`src/rtl/cla_share_arbiter_pkg.sv`:
```
// Shared definitions for the two-requester CLA sharing arbiter:
// default operand width and FSM state encodings.
package cla_share_arbiter_pkg;

  localparam int CLA_WIDTH = 10;

  // 2'd3 is unused and is steered back to IDLE by the FSM
  typedef enum logic [1:0] {
    ST_IDLE = 2'd0,
    ST_CALC = 2'd1,
    ST_RESP = 2'd2
  } state_t;

endpackage

```
`src/rtl/cla_share_arbiter_core.sv`:
```
// Purely combinational WIDTH-bit carry-lookahead adder shared by both requesters.
module cla_core
  import cla_share_arbiter_pkg::*;
#(
  parameter int WIDTH = CLA_WIDTH
) (
  input  logic [WIDTH-1:0] a,
  input  logic [WIDTH-1:0] b,
  input  logic             cin,
  output logic [WIDTH-1:0] z,
  output logic             cout
);

  logic [WIDTH-1:0] g_s;
  logic [WIDTH-1:0] p_s;
  logic [WIDTH:0]   c_s;

  assign g_s = a & b;
  assign p_s = a ^ b;

  // Each carry is the flat sum-of-products of generates and propagate chains
  always_comb begin
    logic carry_s;
    logic prod_s;
    c_s    = '0;
    c_s[0] = cin;
    for (int i = 0; i < WIDTH; i++) begin
      carry_s = 1'b0;
      prod_s  = 1'b1;
      for (int j = i; j >= 0; j--) begin
        carry_s = carry_s | (prod_s & g_s[j]);
        prod_s  = prod_s & p_s[j];
      end
      c_s[i+1] = carry_s | (prod_s & cin);
    end
  end

  assign z    = p_s ^ c_s[WIDTH-1:0];
  assign cout = c_s[WIDTH];

endmodule

```
`src/rtl/cla_share_arbiter.sv`:
```
// Round-robin arbiter and sequencer time-sharing one CLA core between two
// valid/ready requesters, returning id-tagged results on a response channel.
module cla_share_arbiter
  import cla_share_arbiter_pkg::*;
#(
  parameter int WIDTH = CLA_WIDTH
) (
  input  logic             clk,
  input  logic             reset,
  input  logic             req0_valid,
  output logic             req0_ready,
  input  logic [WIDTH-1:0] req0_a,
  input  logic [WIDTH-1:0] req0_b,
  input  logic             req0_cin,
  input  logic             req1_valid,
  output logic             req1_ready,
  input  logic [WIDTH-1:0] req1_a,
  input  logic [WIDTH-1:0] req1_b,
  input  logic             req1_cin,
  output logic             rsp_valid,
  input  logic             rsp_ready,
  output logic [WIDTH-1:0] rsp_z,
  output logic             rsp_cout,
  output logic             rsp_id,
  output logic             busy
);

  state_t           state_r, state_next_s;
  logic             prio_r, busy_r;
  logic [WIDTH-1:0] op_a_r, op_b_r;
  logic             op_cin_r, id_r;
  logic             rsp_valid_r, rsp_cout_r, rsp_id_r;
  logic [WIDTH-1:0] rsp_z_r;
  logic             accept_s, grant_s;
  logic [WIDTH-1:0] core_z_s;
  logic             core_cout_s;

  // Next-state, grant selection and combinational ready generation
  always_comb begin
    state_next_s = state_r;
    accept_s     = 1'b0;
    grant_s      = 1'b0;
    case (state_r)
      ST_IDLE: begin
        if (req0_valid && req1_valid) begin
          accept_s = 1'b1;
          grant_s  = prio_r;
        end else if (req0_valid) begin
          accept_s = 1'b1;
          grant_s  = 1'b0;
        end else if (req1_valid) begin
          accept_s = 1'b1;
          grant_s  = 1'b1;
        end else begin
          accept_s = 1'b0;
          grant_s  = 1'b0;
        end
        if (accept_s) begin
          state_next_s = ST_CALC;
        end else begin
          state_next_s = ST_IDLE;
        end
      end
      ST_CALC: state_next_s = ST_RESP;
      ST_RESP: begin
        if (rsp_ready) begin
          state_next_s = ST_IDLE;
        end else begin
          state_next_s = ST_RESP;
        end
      end
      default: state_next_s = ST_IDLE;
    endcase
  end

  // Readies are masked while reset is held so nothing looks accepted
  assign req0_ready = accept_s & ~grant_s & reset;
  assign req1_ready = accept_s &  grant_s & reset;

  // FSM state, busy flag and round-robin priority
  always_ff @(posedge clk or negedge reset) begin
    if (!reset) begin
      state_r <= ST_IDLE;
      busy_r  <= 1'b0;
      prio_r  <= 1'b0;
    end else begin
      state_r <= state_next_s;
      busy_r  <= (state_next_s != ST_IDLE);
      if (state_r == ST_RESP && rsp_ready) begin
        prio_r <= ~rsp_id_r;
      end
    end
  end

  // Operand capture from the granted requester
  always_ff @(posedge clk or negedge reset) begin
    if (!reset) begin
      op_a_r   <= '0;
      op_b_r   <= '0;
      op_cin_r <= 1'b0;
      id_r     <= 1'b0;
    end else if (accept_s) begin
      op_a_r   <= grant_s ? req1_a   : req0_a;
      op_b_r   <= grant_s ? req1_b   : req0_b;
      op_cin_r <= grant_s ? req1_cin : req0_cin;
      id_r     <= grant_s;
    end
  end

  cla_core #(.WIDTH(WIDTH)) u_core (
    .a    (op_a_r),
    .b    (op_b_r),
    .cin  (op_cin_r),
    .z    (core_z_s),
    .cout (core_cout_s)
  );

  // Response registers: loaded in CALC, held through RESP until taken
  always_ff @(posedge clk or negedge reset) begin
    if (!reset) begin
      rsp_valid_r <= 1'b0;
      rsp_z_r     <= '0;
      rsp_cout_r  <= 1'b0;
      rsp_id_r    <= 1'b0;
    end else if (state_r == ST_CALC) begin
      rsp_valid_r <= 1'b1;
      rsp_z_r     <= core_z_s;
      rsp_cout_r  <= core_cout_s;
      rsp_id_r    <= id_r;
    end else if (state_r == ST_RESP && rsp_ready) begin
      rsp_valid_r <= 1'b0;
    end
  end

  assign rsp_valid = rsp_valid_r;
  assign rsp_z     = rsp_z_r;
  assign rsp_cout  = rsp_cout_r;
  assign rsp_id    = rsp_id_r;
  assign busy      = busy_r;

endmodule

```
`config.mk`:
```
export PLATFORM = sky130hd
export DESIGN_NAME = cla_share_arbiter
export DESIGN_NICKNAME = d
export VERILOG_FILES = /design/src/rtl/cla_share_arbiter_pkg.sv /design/src/rtl/cla_share_arbiter_core.sv /design/src/rtl/cla_share_arbiter.sv
export SDC_FILE = /design/constraint.sdc
export NUM_CORES = 1
export LEC_CHECK = 0
export ABC_AREA = 0
export BUFFER_PORTS_ARGS = -buffer_cell sky130_fd_sc_hd__buf_4
export CORE_MARGIN = 2
export CORE_UTILIZATION = 41
export CTS_CLUSTER_SIZE = 14
export DETAILED_ROUTE_END_ITERATION = 10
export HOLD_SLACK_MARGIN = 0.15
export PLACE_DENSITY = 0.7
export SLEW_MARGIN = 20
export SYNTH_ARGS = -nofsm -noshare
export SYNTH_HDL_FRONTEND = slang
export SYNTH_SLANG_ARGS = --single-unit
```
`constraint.sdc`:
```
create_clock -name clk -period 1.95 [get_ports clk]
set_input_delay 0.195 -clock clk [delete_from_list [all_inputs] [get_ports clk]]
set_output_delay 0.195 -clock clk [all_outputs]
set_load 0.01 [all_outputs]
```
Word level (Yosys, flattened, before mapping)

Cells that the tools add are included.

Eq/ne operators: 2
Muxes and demuxes: 16
Bitwise logic cells: 164
Reduce and logical (&&, ||, !) cells: 5

Operators by type and width:

| cell                                           | count |
|---|---|
| AND 1 bit                                      | 104 |
| bitwise OR 1 bit                               | 55 |
| two-way mux 10 bit                             | 2 |
| bitwise XOR 10 bit                             | 2 |
| two-way mux 1 bit                              | 12 |
| AND 10 bit                                     | 1 |
| one-hot mux 2 bit (3 select lines)             | 1 |
| nonzero test 2 bit                             | 2 |
| == test 2 x 1 -> 1 bit (second input constant) | 1 |
| == test 2 bit (second input constant)          | 1 |
| logical AND 1 bit                              | 2 |
| zero test 2 bit                                | 1 |
| two-way mux 2 bit                              | 1 |
| inverter 1 bit                                 | 2 |

Register bits after elaboration: 39
Input port bits: 47
Output and inout bits: 16
Logic and storage cells: 198

Logic depth before layout (Yosys ltp)

Gate-level depths: netlist (run 1).

Depth in word-level cells: 12
Mapped depth: 7
Gate-level depth less buffers: 6

Hierarchy

Synthesis (run 1) repeated with hierarchy kept, for this count alone.

Cell total of the unflattened synthesis: 223
Area total of the unflattened synthesis: 2322.2 µm²

Modules (own cells, without submodules):

| module            | instances | cells each | area each (µm²) | seq. area each (µm²) |
|---|---|---|---|---|
| cla_share_arbiter | 1         | 171        | 1906.8          | 975.9 |
| cla_core          | 1         | 52         | 415.4           | 0.0 |

Least setup slack after synthesis (run 1)

OpenSTA, ideal clock, no wires.

Path kind: register to register
From: reg op_a_r[0]
To: reg rsp_z_r[5] (netlist: rsp_z[5])
Setup time: 0.132 ns
Arrival time: 1.591 ns
Slack: 0.227 ns
Stages on the path, launching flop included: 7
Buffers on the path: 0
Cells stage by stage: dfrtp_1 > ha_1 > a211oi_2 > o21bai_2 > a31oi_1 > xor2_1 > o21ai_1

Word-level cells in the longest chain between the ends: 5

Ends and longest elaborated chain:

| item                                                    | RTL line                                                   | source |
|---|---|---|
| start, declared                                         | cla_share_arbiter.sv:30                                    | `logic [WIDTH-1:0] op_a_r, op_b_r;` |
| start signal, assigned                                  | cla_share_arbiter.sv:103                                   | `op_a_r <= grant_s ? req1_a : req0_a;` |
| AND 10 bit / bitwise XOR 10 bit (equally long branches) | cla_share_arbiter_core.sv:18, cla_share_arbiter_core.sv:19 |  |
| AND 1 bit (on tied branches)                            | cla_share_arbiter_core.sv:31, cla_share_arbiter_core.sv:32 |  |
| bitwise OR 1 bit / AND 1 bit (equally long branches)    | cla_share_arbiter_core.sv:31, cla_share_arbiter_core.sv:34 |  |
| bitwise OR 1 bit *                                      | cla_share_arbiter_core.sv:34                               | `c_s[i+1] = carry_s \| (prod_s & cin);` |
| bitwise XOR 10 bit *                                    | cla_share_arbiter_core.sv:38                               | `assign z = p_s ^ c_s[WIDTH-1:0];` |
| end signal, assigned                                    | cla_share_arbiter.sv:127                                   | `rsp_z_r <= core_z_s;` |
| end, declared                                           | cla_share_arbiter.sv:33                                    | `logic [WIDTH-1:0] rsp_z_r;` |

Mark *: on every way between the ends. The rest lies on a longest branch, timed or not.
A chain may end at the register's enable or synchronous reset.

Worst setup path after layout (run 1)

From: reg state_r[0]
To: reg op_b_r[3]

Word-level cells in the longest chain between the ends: 3

Ends and longest elaborated chain:

| item                   | RTL line                 | source |
|---|---|---|
| start, declared        | cla_share_arbiter.sv:28  | `state_t state_r, state_next_s;` |
| start signal, assigned | cla_share_arbiter.sv:87  | `state_r <= state_next_s;` |
| zero test 2 bit *      | cla_share_arbiter.sv:43  | `case (state_r)` |
| two-way mux 1 bit      | cla_share_arbiter.sv:43  |  |
| two-way mux 10 bit     | cla_share_arbiter.sv:104 | `op_b_r <= grant_s ? req1_b : req0_b;` |
| end signal, assigned   | cla_share_arbiter.sv:104 |  |
| end, declared          | cla_share_arbiter.sv:30  |  |

Marks and branches as above.

==> impl_results.md, run 1 <==
- Hold Path Class: in2reg
- Top-count cell post-synth: nand2_1
- Initial DRC Count: 110
- Clk_skew: ~2.4 ps
- Synth unique cells: 40
- CP startpoint kind: flip-flop
- Worst-path fanout max: 11
- Post-synthesis area per instance: a little under 10 um2
- Type of element capturing the critical path: flip-flop
- Fin crit share: 96.4%
- Fraction of registers with async set/reset: between 90% and 100%
- Die Wd: roughly 74 um
- Area Growth Syn to Fin: 57.7%
- CP Data Required Time: about 2100 ps
- Core area: about 4700 um2
- Leakage: 1.51 nW
- GRT Resource Usage Total: about a fifth
- First-pass GRT wire length: 8000 um
- Register bit total from synthesis: 39
- Vias in the first global route: 1771
- Die Y: about 74 um
- Final setup fails: 0
- Syn. warnings: 0
- Cell Count, Final, Fillers Out: 380
- Initial antenna violation count: 0
- Most instantiated cells after synthesis: nand2_1 (53), dfrtp_1 (39), a22oi_1 (21), ha_1 (11), o21ai_0 (11)
- CP Class: reg2reg
- # rows: 25
- Die area: 5470 um2
- Slew headroom: 67.4%
- Primary FF master, synth: dfrtp_1
- Fin crit period: 1880 ps
- Number of cells produced by synthesis: 202
- Hold Vio Cnt, Final: 0
- Diodes inserted: 0
- Peak supply drop: 692 uV
- Final Max Slew Viols: 0
- Largest net degree at the start of global routing: 40
- Total CTS buffers: 5
- CTS tree: yes
- CTS H-tree lvls: 2
- Placed cell count: 326
- Post-synthesis sequential area ratio: ~49%
- Post-route DRC: 0
- Clock Sinks: 39
- Share of layout cells above drive strength 1: roughly 30%
- Status: completed
- Layout Nets: 371
- Hold_ws: ~350 ps
- Clk buf depth: 2
- Fmax: ~530 MHz
- Cell taking the most area after synthesis: dfrtp_1
- Maxcap violations: 0
- Total gr overflow: 0
- IO buf count: between 60 and 70
- Initial Util: a little over two fifths
- Power Dens Cells: between 1500 and 2000 nW/um2
- Total Wirelength: just over 5000 um
- Unrepaired setup endpoints after global routing: no
- Hpwl dp: 3160 um
- Drt pass-1 iters: 4
- IO Count: 63
- Drt wl/cell: 13.3 um
- Number of enable flip-flop cells after synthesis: 0
- Mapped Nets: roughly 260
- Mapped cell area: between 2000 and 2500 um2
- Setup TNS: 0 ps
- Clock latency on the worst-skew pair: slightly below 300 ps
- Clock Tree Root: clkbuf_8
- DRT antenna net count: 0
- Share of the synthesized area in the top cell type: between 40 and 50%
- Via count: approximately 1800
- Top area cells in the synthesized netlist: dfrtp_1 (49%), nand2_1 (9.9%), a22oi_1 (7.9%), ha_1 (6.9%), o21ai_0 (2.7%)
- Crit path DAT: 2060 ps
- Least-Margin Pin Slew: 490 ps
- CTS clk-pin slew, worst paths: 70 ps
- Via density: between 4 and 5
- GP Congestion: about 0.8
[final cells by class]
type | count | area, um2
fill | 385 | 1560
multi-input combinational | 152 | 1020
sequential | 39 | 977
timing repair buffer | 111 | 971
clock buffer | 8 | 100
tap | 67 | 83.8
inverter | 3 | 11.3
[power breakdown]
group | leakage, nW | switching [mW] | internal [mW]
clock network | 0.0515 | 0.275 | 0.323
registers | 0.468 | 0.304 | 1.24
logic | 0.995 | 1.56 | 1.75
total | 1.51 | 2.14 | 3.31
[repair_timing]
| item | CTS | global route |
|---|---|---|
| gates cloned | 0 | 1 |
| endpoints found under the setup margin | 1 | 23 |
| hold buffers | 44 | 0 |
| pin swaps | 0 | 2 |
| endpoints found under the hold margin | 61 | 0 |
| resized for setup | 1 | 13 |
| buffers inserted | 0 | 1 |
[critical path, stage by stage, from the launching register on]
cell	delay [ps]
dfrtp_1	440
nor2_4	170
and3_4	260
nor2_4	60
buf_12	140
nand2_1	70
nand2_1	60
dlygate4sd3_1	560
[cell usage in the layout, fill, tap and decap left out, drive strengths merged, types with 2 or more instances in the layout]
cell         count
a211oi           2
a21boi           2
a21o             3
a21oi            5
a22oi           21
and2             2
buf             67
clkbuf           8
dfrtp           39
dlygate4sd3     44
ha              11
inv              3
mux2             2
nand2           53
nand2b           4
nor2             5
nor3             2
o21a             2
o21ai           17
o21bai           2
o31ai            2
xnor2            2
xor2             4
[state kept, by name (all words and copies together) (netlist names)]
signal	cells
op_b_r	10
rsp_z	10
id_r	1
busy	1
rsp_valid	1
prio_r	1
rsp_id	1
state_r	2
rsp_cout	1
op_cin_r	1
op_a_r	10
[through the flow]
step / utilization [%] / total power [mW] / worst slack [ps] / instance area, um2
final: 67.0 / 5.45 / 70.3 / 3170
after global routing: 67.0 / 5.93 / 1.92 / 3170
after CTS: 65.4 / 5.24 / 18.8 / 3090
after detailed placement: 53.8 / 4.16 / 80.5 / 2540
after global placement: 53.8 / 4.10 / 110 / 2540
after floorplan: - / 3.44 / 227 / 2010
[metal layers]
layer  share of wire, %  global-route usage [%]
met1                 45                    26.8
met2                 48                    29.1
met3                4.8                    4.61
met4                2.1                    7.88
met5                  0                       0
[final timing paths]
| kind | start | end | slack [ps] | cells past startpoint |
|---|---|---|---|---|
| worst max-delay path | state_r[0]$_DFF_PN0_ | op_b_r[3]$_DFFE_PN0P_ | 70 | 7 |
| worst min-delay path | req0_valid | state_r[0]$_DFF_PN0_ | 350 | 4 |
| worst max register to register | state_r[0]$_DFF_PN0_ | op_b_r[3]$_DFFE_PN0P_ | 70 | 7 |
| worst min register to register | id_r$_DFFE_PN0P_ | id_r$_DFFE_PN0P_ | 480 | 1 |
| max in group asynchronous | reset | state_r[1]$_DFF_PN0_ | 1070 | 3 |
| min in group asynchronous | reset | op_b_r[8]$_DFFE_PN0P_ | 510 | 3 |
[logic make-up (layout without fill, tap and decap cells)]
logic type | count (synthesis) | in the layout | share of synthesized area [%]
and+or+nand+nor | 72 | 73 | 16.5
xor gates and xnor gates | 6 | 6 | 2.62
DFF | 39 | 39 | 48.6
AOI/OAI and AO/OA | 59 | 59 | 20.4
buffers and inverters | 12 | 122 | 2.93
muxes | 2 | 2 | 1.12
adders and majority gates | 12 | 12 | 7.86
Power figures use the tool's default switching activity.
==> run 2, diff against run 1 <==
==> constraint.sdc (replaced) <==
create_clock -name clk -period 1.8 [get_ports clk]
set_input_delay 0.18 -clock clk [delete_from_list [all_inputs] [get_ports clk]]
set_output_delay 0.18 -clock clk [all_outputs]
set_load 0.01 [all_outputs]
==> run 2 against run 1 <==
  * Worst hold slack lost 190 ps
  * Global-route usage up 3.0 points
  * Clock-buffer cell count is the same
  * Wire length increased by 23%
  * Maximum frequency is 8.4% higher
  * Design area up 3.5%
  * Worst setup slack got worse by 5.0 ps
  * Cell count rose by 2.6%
  * Sequential power is 12% higher
  * Utilization increased by 2.4 points
  * Largest power group unchanged
==> impl_results.md, run 2 (same netlist as run 1, synthesis figures left out) <==
- Setup TNS: 0 ps (unchanged)
- Hold Path Class: in2reg
- Total CTS buffers: 5 (unchanged)
- Total Wirelength: 6190 um (+23%)
- Worst path cell trace: ha_4, nand3_2, nor3_4, o21ai_2, nor3b_2, o31ai_2
- Final Max Slew Viols: 0 (unchanged)
- Initial Util: 42.5% (unchanged)
- Internal power: 3.53 mW (+6.5%)
- Drt pass-1 iters: 4 (unchanged)
- Post-route DRC: 0 (unchanged)
- Core area: 4720 um2 (unchanged)
- Layout filler cell count: 349 (-9.4%)
- Least-Margin Pin Slew: 543 ps (+53.3 ps)
- Commonest non-fill, non-tap cell in the layout: buf_4
- Layout Nets: 380 (+2.4%)
- Worst-path fanout max: 5 (-6)
- Drt wl/cell: 15.9 um (+20%)
- Total gr overflow: 0 (unchanged)
- Initial DRC Count: 97 (-12%)
- Share of layout cells above drive strength 1: 33.9% (+4.1 points)
- Placed cell count: 330 (+1.2%)
- Hold Vio Cnt, Final: 0 (unchanged)
- Critical Path Start: op_b_r[4]$_DFFE_PN0P_
- R2R Path End: rsp_z[8]$_DFFE_PN0P_
- DP Worst Slack: -15.8 ps (-96.3 ps)
- Sw Ratio: 41.7% (+2.4 points)
- Hold_ws: 161 ps (-193 ps)
- CP Class: reg2reg
- Clock Tree Root: clkbuf_8
- Fin crit period: 1730 ps (-145 ps)
- Worst stage delay on the critical path: 440 ps (-120 ps)
- Final instance area: 3280 um2 (+3.5%)
- Die Wd: 74.0 um (unchanged)
- Multi-input gate area: 1090 um2 (+6.2%)
- Peak supply drop: 890 uV (+29%)
- Hpwl dp: 3370 um (+6.8%)
- Type of element capturing the critical path: flip-flop
- Largest net degree at the start of global routing: 40 (unchanged)
- CTS tree: yes
- Net Sw Power: 2.53 mW (+18%)
- Power Dens Cells: 1850 nW/um2 (+7.2%)
- Initial antenna violation count: 0 (unchanged)
- Leakage: 1.55 nW (+2.5%)
- Gate power share: 61.1% (+0.3 points)
- CP Data Required Time: 2000 ps (-130 ps)
- Reg-to-Reg Start: op_b_r[4]$_DFFE_PN0P_
- Clock power frac: 10.6% (-0.4 points)
- Seq pwr share: 28.4% (about the same)
- Dpl cell area: 2570 um2 (+1.2%)
- CP max-delay cell: dfrtp_1
- Vias in the first global route: 1951 (+10%)
- GP Congestion: 0.795 (-3.5%)
- Via count: 1996 (+8.1%)
- Cell Count, Final, Fillers Out: 390 (+2.6%)
- CTS H-tree lvls: 2 (unchanged)
- Status: completed
- Maxcap violations: 0 (unchanged)
- DRT antenna net count: 0 (unchanged)
- R2R cell count: 6 (-1)
- Clock latency on the worst-skew pair: 290 ps (about the same)
- Fmax: 576 MHz (+8.4%)
- # rows: 25 (unchanged)
- Clock Sinks: 39 (unchanged)
- Clk_skew: 3.55 ps (+1.10 ps)
- Worst setup margin: 65.3 ps (-4.97 ps)
- GRT Resource Usage Total: 22.3% (+3.0 points)
- Critical path endpoint: rsp_z[8]$_DFFE_PN0P_
- Via density: 5.12 (+5.3%)
- CP startpoint kind: flip-flop
- Area Growth Syn to Fin: 63.3%
- Crit path DAT: 1940 ps (-120 ps)
- Clk buf depth: 2 (unchanged)
- First-pass GRT wire length: 9140 um (+14%)
- FF+latch area: 977 um2 (unchanged)
- Fin crit share: 96.4% (about the same)
- Die area: 5470 um2 (unchanged)
- Final setup fails: 0 (unchanged)
- IO Count: 63 (unchanged)
- Worst reg-to-reg setup slack: 70 ps (about the same)
- Slew headroom: 63.8% (-3.6 points)
- Die Y: 74.0 um (unchanged)
- Most frequent cells in the layout: buf_4 (76), nand2_1 (53), dlygate4sd3_1 (43)
- IO buf count: 62 (unchanged)
- CTS clk-pin slew, worst paths: 70 ps (about the same)
## run 2: metal layers
layer,up-vias,routed length (um),global-route usage (%)
met1,960,2400,27.1
met3,20,261,5.01
met4,0,235,7.88
met5,-,0,0
li1,949,-,-
met2,67,3290,38.9
## run 2: how the worst min path moves through the flow
stage	slack, ps	to	cells after the start	start
after floorplan	-120	busy$_DFF_PN0_	0	reset
after global placement	300	op_b_r[8]$_DFFE_PN0P_	2	reset
after global routing	200	state_r[1]$_DFF_PN0_	2	rsp_ready
after CTS	170	state_r[1]$_DFF_PN0_	2	rsp_ready
final	160	state_r[1]$_DFF_PN0_	2	rsp_ready
after detailed placement	300	op_b_r[8]$_DFFE_PN0P_	2	reset
## run 2: worst max-delay path, delay by kind of cell (launching register included)
kind	cells	cell delay, ps
AO/OA/AOI/OAI	2	320
adder cells (fa/ha/maj)	1	310
flip-flops	1	440
AND/OR/NAND/NOR	3	560
## run 2: area by class of cell
| class | count | share of cell area (%) |
|---|---|---|
| multi-input combinational | 152 | 33.1 |
| timing repair buffer | 120 | 31.0 |
| sequential | 39 | 29.8 |
| clock buffer | 8 | 3.05 |
| tap | 67 | 2.56 |
| inverter | 3 | 0.344 |
| antenna | 1 | 0.0764 |
## run 2: repair_timing
action	in CTS	in global routing
pin swaps	2	8
hold buffers	43	0
buffers inserted	0	7
hold endpoints to repair	60	0
gates cloned	1	0
resized for setup	4	19
endpoints found under the setup margin	2	8
## run 2: metrics by stage
step                util (%)  total power [mW]
CTS                     66.0              5.42
global route            69.3              6.54
detailed placement      54.5              4.60
floorplan                  -              3.72
finish                  69.4              6.05
global placement        54.5              4.52
## run 2: power by group through the flow
stage	registers (mW)	logic, mW	clock network [mW]
3_5_place_dp	1.64	2.96	0
3_3_place_gp	1.62	2.90	0
2_1_floorplan	1.66	2.07	0
4_1_cts	1.63	3.14	0.649
6_report	1.72	3.70	0.639
5_1_grt	1.77	4.08	0.691
